[config.mk]
export PLATFORM = sky130hd
export DESIGN_NAME = barcode_rx
export DESIGN_NICKNAME = d
export VERILOG_FILES = /design/src/rtl/barcode_pkg.sv /design/src/rtl/bc_sync_edge.sv /design/src/rtl/barcode_rx.sv
export SDC_FILE = /design/constraint.sdc
export NUM_CORES = 1
export LEC_CHECK = 0
export CAP_MARGIN = 5
export CORE_MARGIN = 3
export CORE_UTILIZATION = 40
export DETAILED_ROUTE_END_ITERATION = 6
export HOLD_SLACK_MARGIN = 0.12
export PLACE_DENSITY_LB_ADDON = 0.08
export RECOVER_POWER = 25
export SLEW_MARGIN = 10
export SYNTH_ARGS = -nofsm -noshare
export SYNTH_HDL_FRONTEND = slang
export SYNTH_SLANG_ARGS = --single-unit
export TNS_END_PERCENT = 50
[constraint.sdc]
create_clock -name clk -period 4.8 [get_ports clk]
set_clock_uncertainty 0.2 [all_clocks]
set_input_delay 0.48 -clock clk [delete_from_list [all_inputs] [get_ports clk]]
set_output_delay 0.48 -clock clk [all_outputs]
set_load 0.01 [all_outputs]
[src/rtl/barcode_pkg.sv]
// rtl/barcode_pkg.sv - shared types and constants for the barcode receiver
// Contents:
//   state_t : receiver FSM state encoding
//   TO_MULT : inter-edge timeout length, in measured half-periods
package barcode_pkg;

    typedef enum logic [2:0] {
        IDLE      = 3'd0,
        START     = 3'd1,
        WAIT_EDGE = 3'd2,
        SAMPLE    = 3'd3,
        DONE      = 3'd4
    } state_t;

    localparam int TO_MULT = 4;

endpackage

[src/rtl/bc_sync_edge.sv]
// rtl/bc_sync_edge.sv - two-flop synchroniser with falling-edge detect
// Ports:
//   clk, rst_n : clock, async active-low reset (flops preset to idle-high)
//   bc_i       : raw asynchronous serial line
//   bc_s_o     : synchronised line
//   fall_o     : one-cycle pulse when bc_s_o goes 1 -> 0
module bc_sync_edge (
    input  logic clk,
    input  logic rst_n,
    input  logic bc_i,
    output logic bc_s_o,
    output logic fall_o
);

    logic meta_q;
    logic sync_q;
    logic dly_q;

    // Preset to 1 so that leaving reset never produces a false fall.
    always_ff @(posedge clk or negedge rst_n) begin
        if (!rst_n) begin
            meta_q <= 1'b1;
            sync_q <= 1'b1;
            dly_q  <= 1'b1;
        end else begin
            meta_q <= bc_i;
            sync_q <= meta_q;
            dly_q  <= sync_q;
        end
    end

    assign bc_s_o = sync_q;
    assign fall_o = dly_q & ~sync_q;

endmodule

[src/rtl/barcode_rx.sv]
// rtl/barcode_rx.sv - parametrised serial barcode / station-ID receiver
// Ports:
//   clk, rst_n  : clock, async active-low reset
//   BC          : async serial data, idle high
//   clr_ID_vld  : core acknowledge, clears ID_vld (a same-cycle set wins)
//   ID_vld      : a valid ID is held in ID
//   ID          : last valid ID
//   frm_err     : one-cycle pulse on framing, prefix or timeout error
//   ovr         : one-cycle pulse when a valid ID overwrites an unacked one
module barcode_rx
    import barcode_pkg::*;
#(
    parameter int ID_W    = 8,
    parameter int CNT_W   = 22,
    parameter int PFX_W   = 2,
    parameter int PFX_VAL = 0,
    parameter int MIN_HP  = 4
) (
    input  logic            clk,
    input  logic            rst_n,
    input  logic            BC,
    input  logic            clr_ID_vld,
    output logic            ID_vld,
    output logic [ID_W-1:0] ID,
    output logic            frm_err,
    output logic            ovr
);

    localparam int BIT_W = $clog2(ID_W + 1);

    logic bc_s;
    logic fall;

    bc_sync_edge u_sync (
        .clk    (clk),
        .rst_n  (rst_n),
        .bc_i   (BC),
        .bc_s_o (bc_s),
        .fall_o (fall)
    );

    state_t             state_q,   state_d;
    logic [CNT_W-1:0]   hp_cnt_q,  hp_cnt_d;
    logic [CNT_W-1:0]   to_cnt_q,  to_cnt_d;
    logic [CNT_W-1:0]   smp_cnt_q, smp_cnt_d;
    logic [BIT_W-1:0]   bit_cnt_q, bit_cnt_d;
    logic [ID_W-1:0]    shreg_q,   shreg_d;
    logic [ID_W-1:0]    id_q,      id_d;
    logic               id_vld_q,  id_vld_d;
    logic               frm_err_q, frm_err_d;
    logic               ovr_q,     ovr_d;

    logic [CNT_W-1:0]   to_limit;
    logic               pfx_ok;

    // Timeout after TO_MULT half-periods with no edge; wraps at CNT_W bits.
    assign to_limit = hp_cnt_q * CNT_W'(TO_MULT);

    generate
        if (PFX_W == 0) begin : g_no_pfx
            assign pfx_ok = 1'b1;
        end else begin : g_pfx
            assign pfx_ok = (shreg_q[ID_W-1 -: PFX_W] == PFX_VAL[PFX_W-1:0]);
        end
    endgenerate

    always_ff @(posedge clk or negedge rst_n) begin
        if (!rst_n) begin
            state_q   <= IDLE;
            hp_cnt_q  <= '0;
            to_cnt_q  <= '0;
            smp_cnt_q <= '0;
            bit_cnt_q <= '0;
            shreg_q   <= '0;
            id_q      <= '0;
            id_vld_q  <= 1'b0;
            frm_err_q <= 1'b0;
            ovr_q     <= 1'b0;
        end else begin
            state_q   <= state_d;
            hp_cnt_q  <= hp_cnt_d;
            to_cnt_q  <= to_cnt_d;
            smp_cnt_q <= smp_cnt_d;
            bit_cnt_q <= bit_cnt_d;
            shreg_q   <= shreg_d;
            id_q      <= id_d;
            id_vld_q  <= id_vld_d;
            frm_err_q <= frm_err_d;
            ovr_q     <= ovr_d;
        end
    end

    always_comb begin
        state_d   = state_q;
        hp_cnt_d  = hp_cnt_q;
        to_cnt_d  = to_cnt_q;
        smp_cnt_d = smp_cnt_q;
        bit_cnt_d = bit_cnt_q;
        shreg_d   = shreg_q;
        id_d      = id_q;
        id_vld_d  = id_vld_q;
        frm_err_d = 1'b0;
        ovr_d     = 1'b0;

        // The ack is applied first so that a DONE-set below overrides it.
        if (clr_ID_vld) begin
            id_vld_d = 1'b0;
        end

        case (state_q)
            IDLE: begin
                if (fall) begin
                    hp_cnt_d  = '0;
                    bit_cnt_d = '0;
                    state_d   = START;
                end
            end
            START: begin
                if (!bc_s) begin
                    if (&hp_cnt_q) begin
                        frm_err_d = 1'b1;
                        state_d   = IDLE;
                    end else begin
                        hp_cnt_d = hp_cnt_q + 1'b1;
                    end
                end else if (hp_cnt_q < CNT_W'(MIN_HP)) begin
                    state_d = IDLE;
                end else begin
                    to_cnt_d = '0;
                    state_d  = WAIT_EDGE;
                end
            end
            WAIT_EDGE: begin
                to_cnt_d = to_cnt_q + 1'b1;
                if (fall) begin
                    smp_cnt_d = '0;
                    state_d   = SAMPLE;
                end else if (to_cnt_q == to_limit) begin
                    frm_err_d = 1'b1;
                    state_d   = IDLE;
                end
            end
            SAMPLE: begin
                // Falls seen here are ignored; the bit is taken mid-period.
                smp_cnt_d = smp_cnt_q + 1'b1;
                if (smp_cnt_q == hp_cnt_q) begin
                    shreg_d   = {shreg_q[ID_W-2:0], bc_s};
                    bit_cnt_d = bit_cnt_q + 1'b1;
                    if (bit_cnt_q == BIT_W'(ID_W - 1)) begin
                        state_d = DONE;
                    end else begin
                        to_cnt_d = '0;
                        state_d  = WAIT_EDGE;
                    end
                end
            end
            DONE: begin
                if (pfx_ok) begin
                    id_d     = shreg_q;
                    id_vld_d = 1'b1;
                    ovr_d    = id_vld_q;
                end else begin
                    frm_err_d = 1'b1;
                end
                state_d = IDLE;
            end
            default: state_d = IDLE;
        endcase
    end

    assign ID_vld  = id_vld_q;
    assign ID      = id_q;
    assign frm_err = frm_err_q;
    assign ovr     = ovr_q;

endmodule

# After elaboration in Yosys (flattened, before gate mapping)
# Cells that the tools add are included.
# totals
regBits	95
in_bits	4
out_inout_bits	11
word_cells	84
# op_classes
n_addsub	4
order_cmp	1
eq_ne	17
muxes	33
n_bitwise	2
n_reduce_logical	14
# op_table
cell	n
$mux W22	7
$pmux W22 S2	2
$add A22 B1 Y22 const B	3
$pmux W22 S3	1
$eq A22 B22 Y1	2
$lt A22 B3 Y1 const B	1
$reduce_and A22 Y1	1
$mux W3	7
$ne A2 B2 Y1 const B	7
$pmux W3 S4	1
$mux W1	10
$mux W4	2
$pmux W4 S2	1
$reduce_and A4 Y1	2
$eq A3 B2 Y1 const B	2
$reduce_and A2 Y1	3
$reduce_bool A2 Y1	3
$reduce_and A5 Y1	1
$add A4 B1 Y4 const B	1
$eq A4 B3 Y1 const B	1
$eq A3 B1 Y1 const B	1
$eq A3 B3 Y1 const B	1
$logic_not A3 Y1	1
$ne A3 B2 Y1 const B	1
other kinds (9)	9

# Logic depth before layout (Yosys ltp)
# Gate-level depths: netlist (run 1).
# depth
depth_word	4
depth_mapped	9
depth_no_buf	7

# Hierarchy
# A second synthesis (run 1) with hierarchy kept.
# unflattened
cells_unflattened	580
hier_area_um2	5310.1
# modules_own_cells
mod	instances	cells_per_inst	area_each_um2	seq_area_each_um2
barcode_rx	1	576	5217.5	2302.2
bc_sync_edge	1	4	92.6	78.8

# Worst setup path before layout (run 1)
# OpenSTA, ideal clock, no wires.
# synth_timing
path_type	flip-flop to flip-flop
start	register hp_cnt_q[0]
end	register state_q[1]
setup_ps	125
t_arrival_ps	1850
required_ps	4475
slack_ps	2625
path_stages_with_launch	8
n_path_buf	1
period_less_slack_ps	2175
path_cell_list	dfrtp_1 clkbuf_1 xnor2_1 nand4_1 nor4_1 a311oi_1 a211o_1 mux2_4
# synth_between
elab_chain_len	4
elab_cells_between_ends	11
cone_classes	order compare: 1; eq/ne: 5; mux: 3; reduce/logical: 2
# synth_rtl
element	line_no	rtl
start: declaration	barcode_rx.sv:43	logic [CNT_W-1:0] hp_cnt_q, hp_cnt_d;
start signal: assignment	barcode_rx.sv:81	hp_cnt_q <= hp_cnt_d;
$lt A22 B3 Y1	barcode_rx.sv:126	end else if (hp_cnt_q < CNT_W'(MIN_HP)) begin
$mux W2	barcode_rx.sv:126	
$mux W3	barcode_rx.sv:119	if (!bc_s) begin
$pmux W3 S4	barcode_rx.sv:110	case (state_q)
end signal: assignment	barcode_rx.sv:80	state_q <= state_d;
end: declaration	barcode_rx.sv:42	state_t state_q, state_d;
# Parallel ways exist; a longest one is shown, timed or not.
# A chain may end at the register's enable or synchronous reset.

# Final worst setup path (run 1)
# layout_timing
start	register hp_cnt_q[18]
end	register to_cnt_q[20]
# layout_between
elab_chain_len	3
elab_cells_between_ends	5
cone_classes	order compare: 1; eq/ne: 3; reduce/logical: 1
# layout_rtl
element	line_no	rtl
$lt A22 B3 Y1 or $eq A22 B22 Y1 (tied branches)	barcode_rx.sv:126, barcode_rx.sv:146	
$ne A2 B2 Y1 (no source line)	-	
$reduce_and A5 Y1 (no source line) (*)	-	
end signal: assignment	barcode_rx.sv:82	to_cnt_q <= to_cnt_d;
end: declaration	barcode_rx.sv:44	logic [CNT_W-1:0] to_cnt_q, to_cnt_d;
# Every way passes the cells marked *; elsewhere a longest branch is shown, timed or not.

==> out/results.txt, run 1 <==
final worst-path cycle share: 0.636
FF-to-FF End: to_cnt_q[20]$_DFFE_PN0P_
RSZ-0062 raised after global routing: false
first-pass GRT wire length: 21600 µm
synthesis-to-layout area growth: 7.92%
post-synthesis register bit count: 95
Most used DFF post-synth: dfrtp_1
sequential share of power: 0.493
asr flop ratio synth: 1.00
worst skew pair latency: 0.36 ns
initial antenna violation count: 0
iteration-0 DRC count of the detailed router: 329
HPWL Detailed: 9020 µm
die height: 122 µm
Worst Path Required: 4.79 ns
Final Hold Viols: 0
Max Slew Vio Count: 0
drt first pass iters: 5
H-tree depth: 3
dpl cell area: 5470 µm²
routed wire length: 13000 µm
Finish-stage setup viols: 0
YS warnings: 0
R2R depth: 6
Synth Area per Inst: 9.43 µm²
Seq/Total Area, Yosys: 0.445
vias in the first global route: 3931
Root Driver: clkbuf_16
CTS tree: done
Global Route Usage Sum: 0.189
Initial Util: 0.416
Slew headroom: 0.296
Gate power share: 0.085
R2R Setup Slk: 1.75 ns
Worst EP arrival: 3.04 ns
P_int: 1240 µW
Clk pwr share: 0.421
fillers: 1235
Min-Delay Path Depth: 0
setup TNS after final layout: 0 ns
crit-path max FO: 22
Port Buffers: 14
count of cell types in the netlist: 54
largest cells by area after synthesis: dfrtp_1, xnor2_1, xor2_1
Post-Synthesis Cell Area: 5350 µm²
overall power: 1720 µW
clock slew at reported path FFs: 0.08 ns
GRT overflow: 0
Worst Tran Pin Value: 1.05 ns
LEAKAGE: 0.00250 µW
Setup crit start kind: flip-flop
CTS Sinks: 95
Tmin final: 3.05 ns
largest net degree at the start of global routing: 54
fmax: 328 MHz
Post-DRT Antenna Nets: 0
Total Die Area: 14800 µm²
Sw Ratio: 0.282
Mapped Nets: 577
share of cells above drive strength 1: 0.0969
Switch Pwr: 486 µW
crit path capture type: flip-flop
worst setup path class: flip-flop to flip-flop
P per Cell Area: 298 nW/µm²
reg2reg start: hp_cnt_q[18]$_DFFE_PN0P_
total I/O pin count: 15
number of max-cap violations: 0
cell taking the most area after synthesis: dfrtp_1
Hold WC Path Type: flip-flop to flip-flop
top-count cell post-synth: dfrtp_1
n_diodes: 0
Mapped Cells: 568
Max IR drop VDD: 0.226 mV
worst hold start: u_sync.meta_q$_DFF_PN1_
Final Cell Area: 5780 µm²
Clock Tree Buf Depth: 2
Post-CTS Setup Bufs: 0
row cnt: 41
width of the die: 122 µm
status: complete, no violations
hold endpoint: u_sync.bc_s_o$_DFF_PN1_
global placer's final weighted congestion: 0.874
Core ar.: 12900 µm²
drt wl/cell: 17.8 µm
vias per cell: 5.70
drt drc: 0
Post-synth EDFFs: 0
Via Count: 4157
TritonCTS Buffers: 9
# nets final: 561
top cell type's share of synthesized area: 0.430
Synth top cells by count: dfrtp_1, nand2_1, nor2_1
-- flip-flops by register name (all words and copies together), names as in the netlist --
register       flops
u_sync.bc_s_o      1
ID_vld             1
u_sync.dly_q       1
state_q            3
frm_err            1
to_cnt_q          22
bit_cnt_q          4
ID                 8
hp_cnt_q          22
u_sync.meta_q      1
smp_cnt_q         22
shreg_q            8
ovr                1
-- per-layer routing --
| layer | vias to the layer above | wire (µm) | track usage |
|---|---|---|---|
| li1 | 2015 | - | - |
| met1 | 2037 | 6300 | 0.261 |
| met2 | 88 | 5850 | 0.290 |
| met3 | 17 | 650 | 0.0487 |
| met4 | 0 | 212 | 0.0644 |
| met5 | - | 0 | 0 |
-- metrics by stage --
stage / utilization / setup slack (ns) / instances / hold slack [ns]
2_1_floorplan: - / 2.62 / 568 / -0.0156
3_3_place_gp: 0.425 / 1.86 / 712 / 0.146
3_5_place_dp: 0.425 / 1.79 / 712 / 0.149
4_1_cts: 0.449 / 1.78 / 729 / 0.161
5_1_grt: 0.449 / 1.62 / 729 / 0.169
6_report: 0.449 / 1.75 / 729 / 0.166
-- power groups by stage --
stage          Clock, µW  Combinational [µW]  Sequential (µW)
6_report             726                 147              850
3_3_place_gp           0                 148              866
2_1_floorplan          0                 115              846
3_5_place_dp           0                 149              866
4_1_cts              750                 151              850
5_1_grt              781                 167              854
-- critical path: stages (launching register included) --
cell and delay [ns]:
dfrtp_1 0.48, xor2_1 0.22, nor4_1 0.47, and4_1 0.30
a21oi_1 0.14, a211oi_4 0.85, a31oi_1 0.20
-- cell usage in the layout (no fill, tap or decap), types with 3 or more instances in the layout --
master	instances
inv_1	10
clkbuf_16	9
clkdlybuf4s50_1	12
o21a_1	3
and4_1	7
nand3_1	32
xor2_1	26
nor2_1	43
nand2_1	51
mux2_2	15
nor2b_1	3
and2_1	6
o21ai_0	36
dfrtp_1	92
or3_1	5
o211ai_1	5
nor4_1	15
and3_4	4
buf_4	3
nor3_1	8
and3_1	14
nand4_1	24
a31oi_1	27
inv_8	4
ha_1	5
mux2i_1	5
a21oi_1	22
o31ai_1	3
xnor2_1	30
-- how the worst max path moves through the flow --
stage	startpoint	end	slack (ns)	depth (start not counted)
2_1_floorplan	hp_cnt_q[0]$_DFFE_PN0P_	state_q[1]$_DFFE_PN0P_	2.62	7
3_3_place_gp	hp_cnt_q[18]$_DFFE_PN0P_	to_cnt_q[20]$_DFFE_PN0P_	1.86	6
3_5_place_dp	hp_cnt_q[18]$_DFFE_PN0P_	to_cnt_q[20]$_DFFE_PN0P_	1.79	6
4_1_cts	hp_cnt_q[18]$_DFFE_PN0P_	to_cnt_q[20]$_DFFE_PN0P_	1.78	6
5_1_grt	hp_cnt_q[18]$_DFFE_PN0P_	to_cnt_q[20]$_DFFE_PN0P_	1.62	6
6_report	hp_cnt_q[18]$_DFFE_PN0P_	to_cnt_q[20]$_DFFE_PN0P_	1.75	6
-- cells by family after synthesis --
kind of cell	count (synthesis)	share of synthesized area
compound gates	111	0.129
xor+xnor	56	0.0916
fa+ha+maj	5	0.0117
buf+inv	54	0.0559
flops	95	0.445
mux	21	0.0437
simple gates	226	0.223
-- what timing repair did --
item,in CTS,in global routing
hold buffers,1,0
gates resized for setup,0,0
endpoints found under the hold margin,52,0
-- area by class of cell --
class / count / area, µm² / area share
repair buffers: 17 / 163 / 0.0282
clock buffers: 9 / 225 / 0.0390
flip-flops and latches: 95 / 2380 / 0.412
inverters: 10 / 37.5 / 0.00650
clock inverters: 7 / 70.1 / 0.0121
multi-input cells: 419 / 2690 / 0.465
well taps: 172 / 215 / 0.0372
Note: power is estimated with default switching activity, not from simulation.
==> run 2, diff against run 1 <==
==> constraint.sdc (replaced) <==
create_clock -name clk -period 2.9 [get_ports clk]
set_clock_uncertainty 0.2 [all_clocks]
set_input_delay 0.29 -clock clk [delete_from_list [all_inputs] [get_ports clk]]
set_output_delay 0.29 -clock clk [all_outputs]
set_load 0.01 [all_outputs]
==> out/results.txt, run 2 (synthesis gave the netlist of run 1 again) <==
Hold WC Path Type: flip-flop to flip-flop (unchanged)
share of cells above drive strength 1: 0.113 (was 0.0969)
die height: 122 µm (unchanged)
P per Cell Area: 496 nW/µm² (was 298 nW/µm²)
fmax: 397 MHz (was 328 MHz)
Worst Path Required: 2.94 ns (was 4.79 ns)
Tmin final: 2.52 ns (was 3.05 ns)
number of max-cap violations: 0 (unchanged)
width of the die: 122 µm (unchanged)
Worst EP arrival: 2.56 ns (was 3.04 ns)
drt wl/cell: 17.7 µm (was 17.8 µm)
Slew headroom: 0.288 (was 0.296)
iteration-0 DRC count of the detailed router: 327 (was 329)
Final Hold Viols: 0 (unchanged)
biggest regs: hp_cnt_q (22), smp_cnt_q (22), to_cnt_q (22) (unchanged)
reg2reg start: hp_cnt_q[0]$_DFFE_PN0P_ (was hp_cnt_q[18]$_DFFE_PN0P_)
row cnt: 41 (unchanged)
n_diodes: 0 (unchanged)
crit path capture type: flip-flop (unchanged)
GRT overflow: 0 (unchanged)
Max Slew Vio Count: 0 (unchanged)
commonest non-fill, non-tap cell in the layout: dfrtp_1 (unchanged)
Total Die Area: 14800 µm² (unchanged)
drt drc: 0 (unchanged)
Port Buffers: 14 (unchanged)
Hold Buf Count CTS: 1 (unchanged)
fillers: 1263 (was 1235)
Max IR drop VDD: 0.314 mV (was 0.226 mV)
worst setup path class: flip-flop to flip-flop (unchanged)
Finish-stage setup viols: 0 (unchanged)
Post-DRT Antenna Nets: 0 (unchanged)
cells along the critical path: xnor2_1, nand4_1, nor4_1, a311oi_1, a211o_1, mux2_4 (was xor2_1, nor4_1, and4_1, a21oi_1, a211oi_4, a31oi_1)
total I/O pin count: 15 (unchanged)
worst setup path startpoint: hp_cnt_q[0]$_DFFE_PN0P_ (was hp_cnt_q[18]$_DFFE_PN0P_)
Top Layer Used: met4 (unchanged)
final worst-path cycle share: 0.869 (was 0.636)
largest net degree at the start of global routing: 53 (was 54)
routed metal-1 wirelength: 6700 µm (was 6300 µm)
Post-CTS Setup Bufs: 0 (unchanged)
Critical-path top delay cell: dfrtp_1 (was a211oi_4)
# nets final: 571 (was 561)
Final Cell Area: 5860 µm² (was 5780 µm²)
Global Route Usage Sum: 0.188 (was 0.189)
metal2 WL: 5890 µm (was 5850 µm)
clock slew at reported path FFs: 0.07 ns (was 0.08 ns)
global placer's final weighted congestion: 0.868 (was 0.874)
initial antenna violation count: 0 (unchanged)
routed wire length: 13100 µm (was 13000 µm)
LEAKAGE: 0.00257 µW (was 0.00250 µW)
setup TNS after final layout: 0 ns (unchanged)
vias per cell: 5.66 (was 5.70)
Setup crit start kind: flip-flop (unchanged)
CP top delay family: simple AND/OR/NAND/NOR gates (was compound AO/OA/AOI/OAI gates)
vias in the first global route: 4022 (was 3931)
Initial Util: 0.416 (unchanged)
Core ar.: 12900 µm² (unchanged)
number of gates resized after cts: 0 (unchanged)
CP max stage delay: 0.55 ns (was 0.85 ns)
Via Count: 4183 (was 4157)
HPWL Detailed: 9240 µm (was 9020 µm)
dpl cell area: 5550 µm² (was 5470 µm²)
Clock Tree Buf Depth: 2 (unchanged)
synthesis-to-layout area growth: 9.46% (was 7.92%)
crit-path max FO: 8 (was 22)
RSZ-0062 raised after global routing: false (unchanged)
Detail Route met3 WL: 306 µm (was 650 µm)
first-pass GRT wire length: 21800 µm (was 21600 µm)
worst skew pair latency: 0.35 ns (was 0.36 ns)
drt first pass iters: 4 (was 5)
Worst Tran Pin Value: 1.07 ns (was 1.05 ns)
TritonCTS Buffers: 9 (unchanged)
status: complete, no violations (unchanged)
CTS Sinks: 95 (unchanged)
worst hold start: u_sync.meta_q$_DFF_PN1_ (unchanged)
Buf/Inv on CP: 0 (unchanged)
Root Driver: clkbuf_16 (unchanged)
most frequent cells in the layout: dfrtp_1, nand2_1, nor2_1 (unchanged)
H-tree depth: 3 (unchanged)
CTS tree: done (unchanged)
==> run 2: cell type report <==
| cell class | instances | area [µm²] | share of cell area |
|---|---|---|---|
| repair buffers | 27 | 235 | 0.0401 |
| well taps | 172 | 215 | 0.0367 |
| inverters | 10 | 37.5 | 0.00640 |
| multi-input cells | 419 | 2680 | 0.457 |
| flip-flops and latches | 95 | 2380 | 0.406 |
| clock buffers | 10 | 239 | 0.0408 |
| clock inverters | 6 | 73.8 | 0.0126 |
==> run 2: power by group <==
part	switching (µW)	internal (µW)
Combinational	168	88.2
Sequential	47.7	1350
Clock	546	705
==> run 2: metal layers <==
metal | GRT usage | up-vias
li1 | - | 2028
met1 | 0.277 | 2079
met2 | 0.287 | 62
met3 | 0.0279 | 14
met4 | 0.0595 | 0
met5 | 0 | -
==> run 2: through the flow <==
stage	util	worst slack [ns]	instances	hold WS [ns]	total power [µW]
5_1_grt	0.455	0.223	739	0.176	3040
3_3_place_gp	0.431	0.415	722	0.133	1690
6_report	0.455	0.381	739	0.162	2910
2_1_floorplan	-	0.725	568	-0.206	1590
3_5_place_dp	0.431	0.418	722	0.129	1690
4_1_cts	0.456	0.400	739	0.150	2960
==> run 2: worst paths after layout <==
kind | to | slack [ns] | cells after the start
setup / recovery | state_q[1]$_DFFE_PN0P_ | 0.38 | 6
hold / removal | u_sync.bc_s_o$_DFF_PN1_ | 0.16 | 0
max in group asynchronous | to_cnt_q[4]$_DFFE_PN0P_ | 0.60 | 3
setup reg to reg | state_q[1]$_DFFE_PN0P_ | 0.38 | 6
min in group asynchronous | smp_cnt_q[2]$_DFFE_PN0P_ | 0.47 | 2
hold reg to reg | u_sync.bc_s_o$_DFF_PN1_ | 0.16 | 0
==> run 2: worst reg2reg max path, cell delays in order, from the launching register on <==
cell and delay [ns]:
dfrtp_1 0.55, xnor2_1 0.17, nand4_1 0.11, nor4_1 0.54, a311oi_1 0.19, a211o_1 0.36, mux2_4 0.30
==> run 3, diff against run 2 <==
--- a/config.mk
+++ b/config.mk
@@ -5,6 +5,7 @@
 export SDC_FILE = /design/constraint.sdc
 export NUM_CORES = 1
 export LEC_CHECK = 0
+export ABC_CLOCK_PERIOD_IN_PS = 2900
 export CAP_MARGIN = 5
 export CORE_MARGIN = 3
 export CORE_UTILIZATION = 40
@@ -12,6 +13,7 @@
 export HOLD_SLACK_MARGIN = 0.12
 export PLACE_DENSITY_LB_ADDON = 0.08
 export RECOVER_POWER = 25
+export SETUP_SLACK_MARGIN = 0.15
 export SLEW_MARGIN = 10
 export SYNTH_ARGS = -nofsm -noshare
 export SYNTH_HDL_FRONTEND = slang
==> results of run 3 <==
No change in the layout: final DEF, timing and power equal those of run 2.
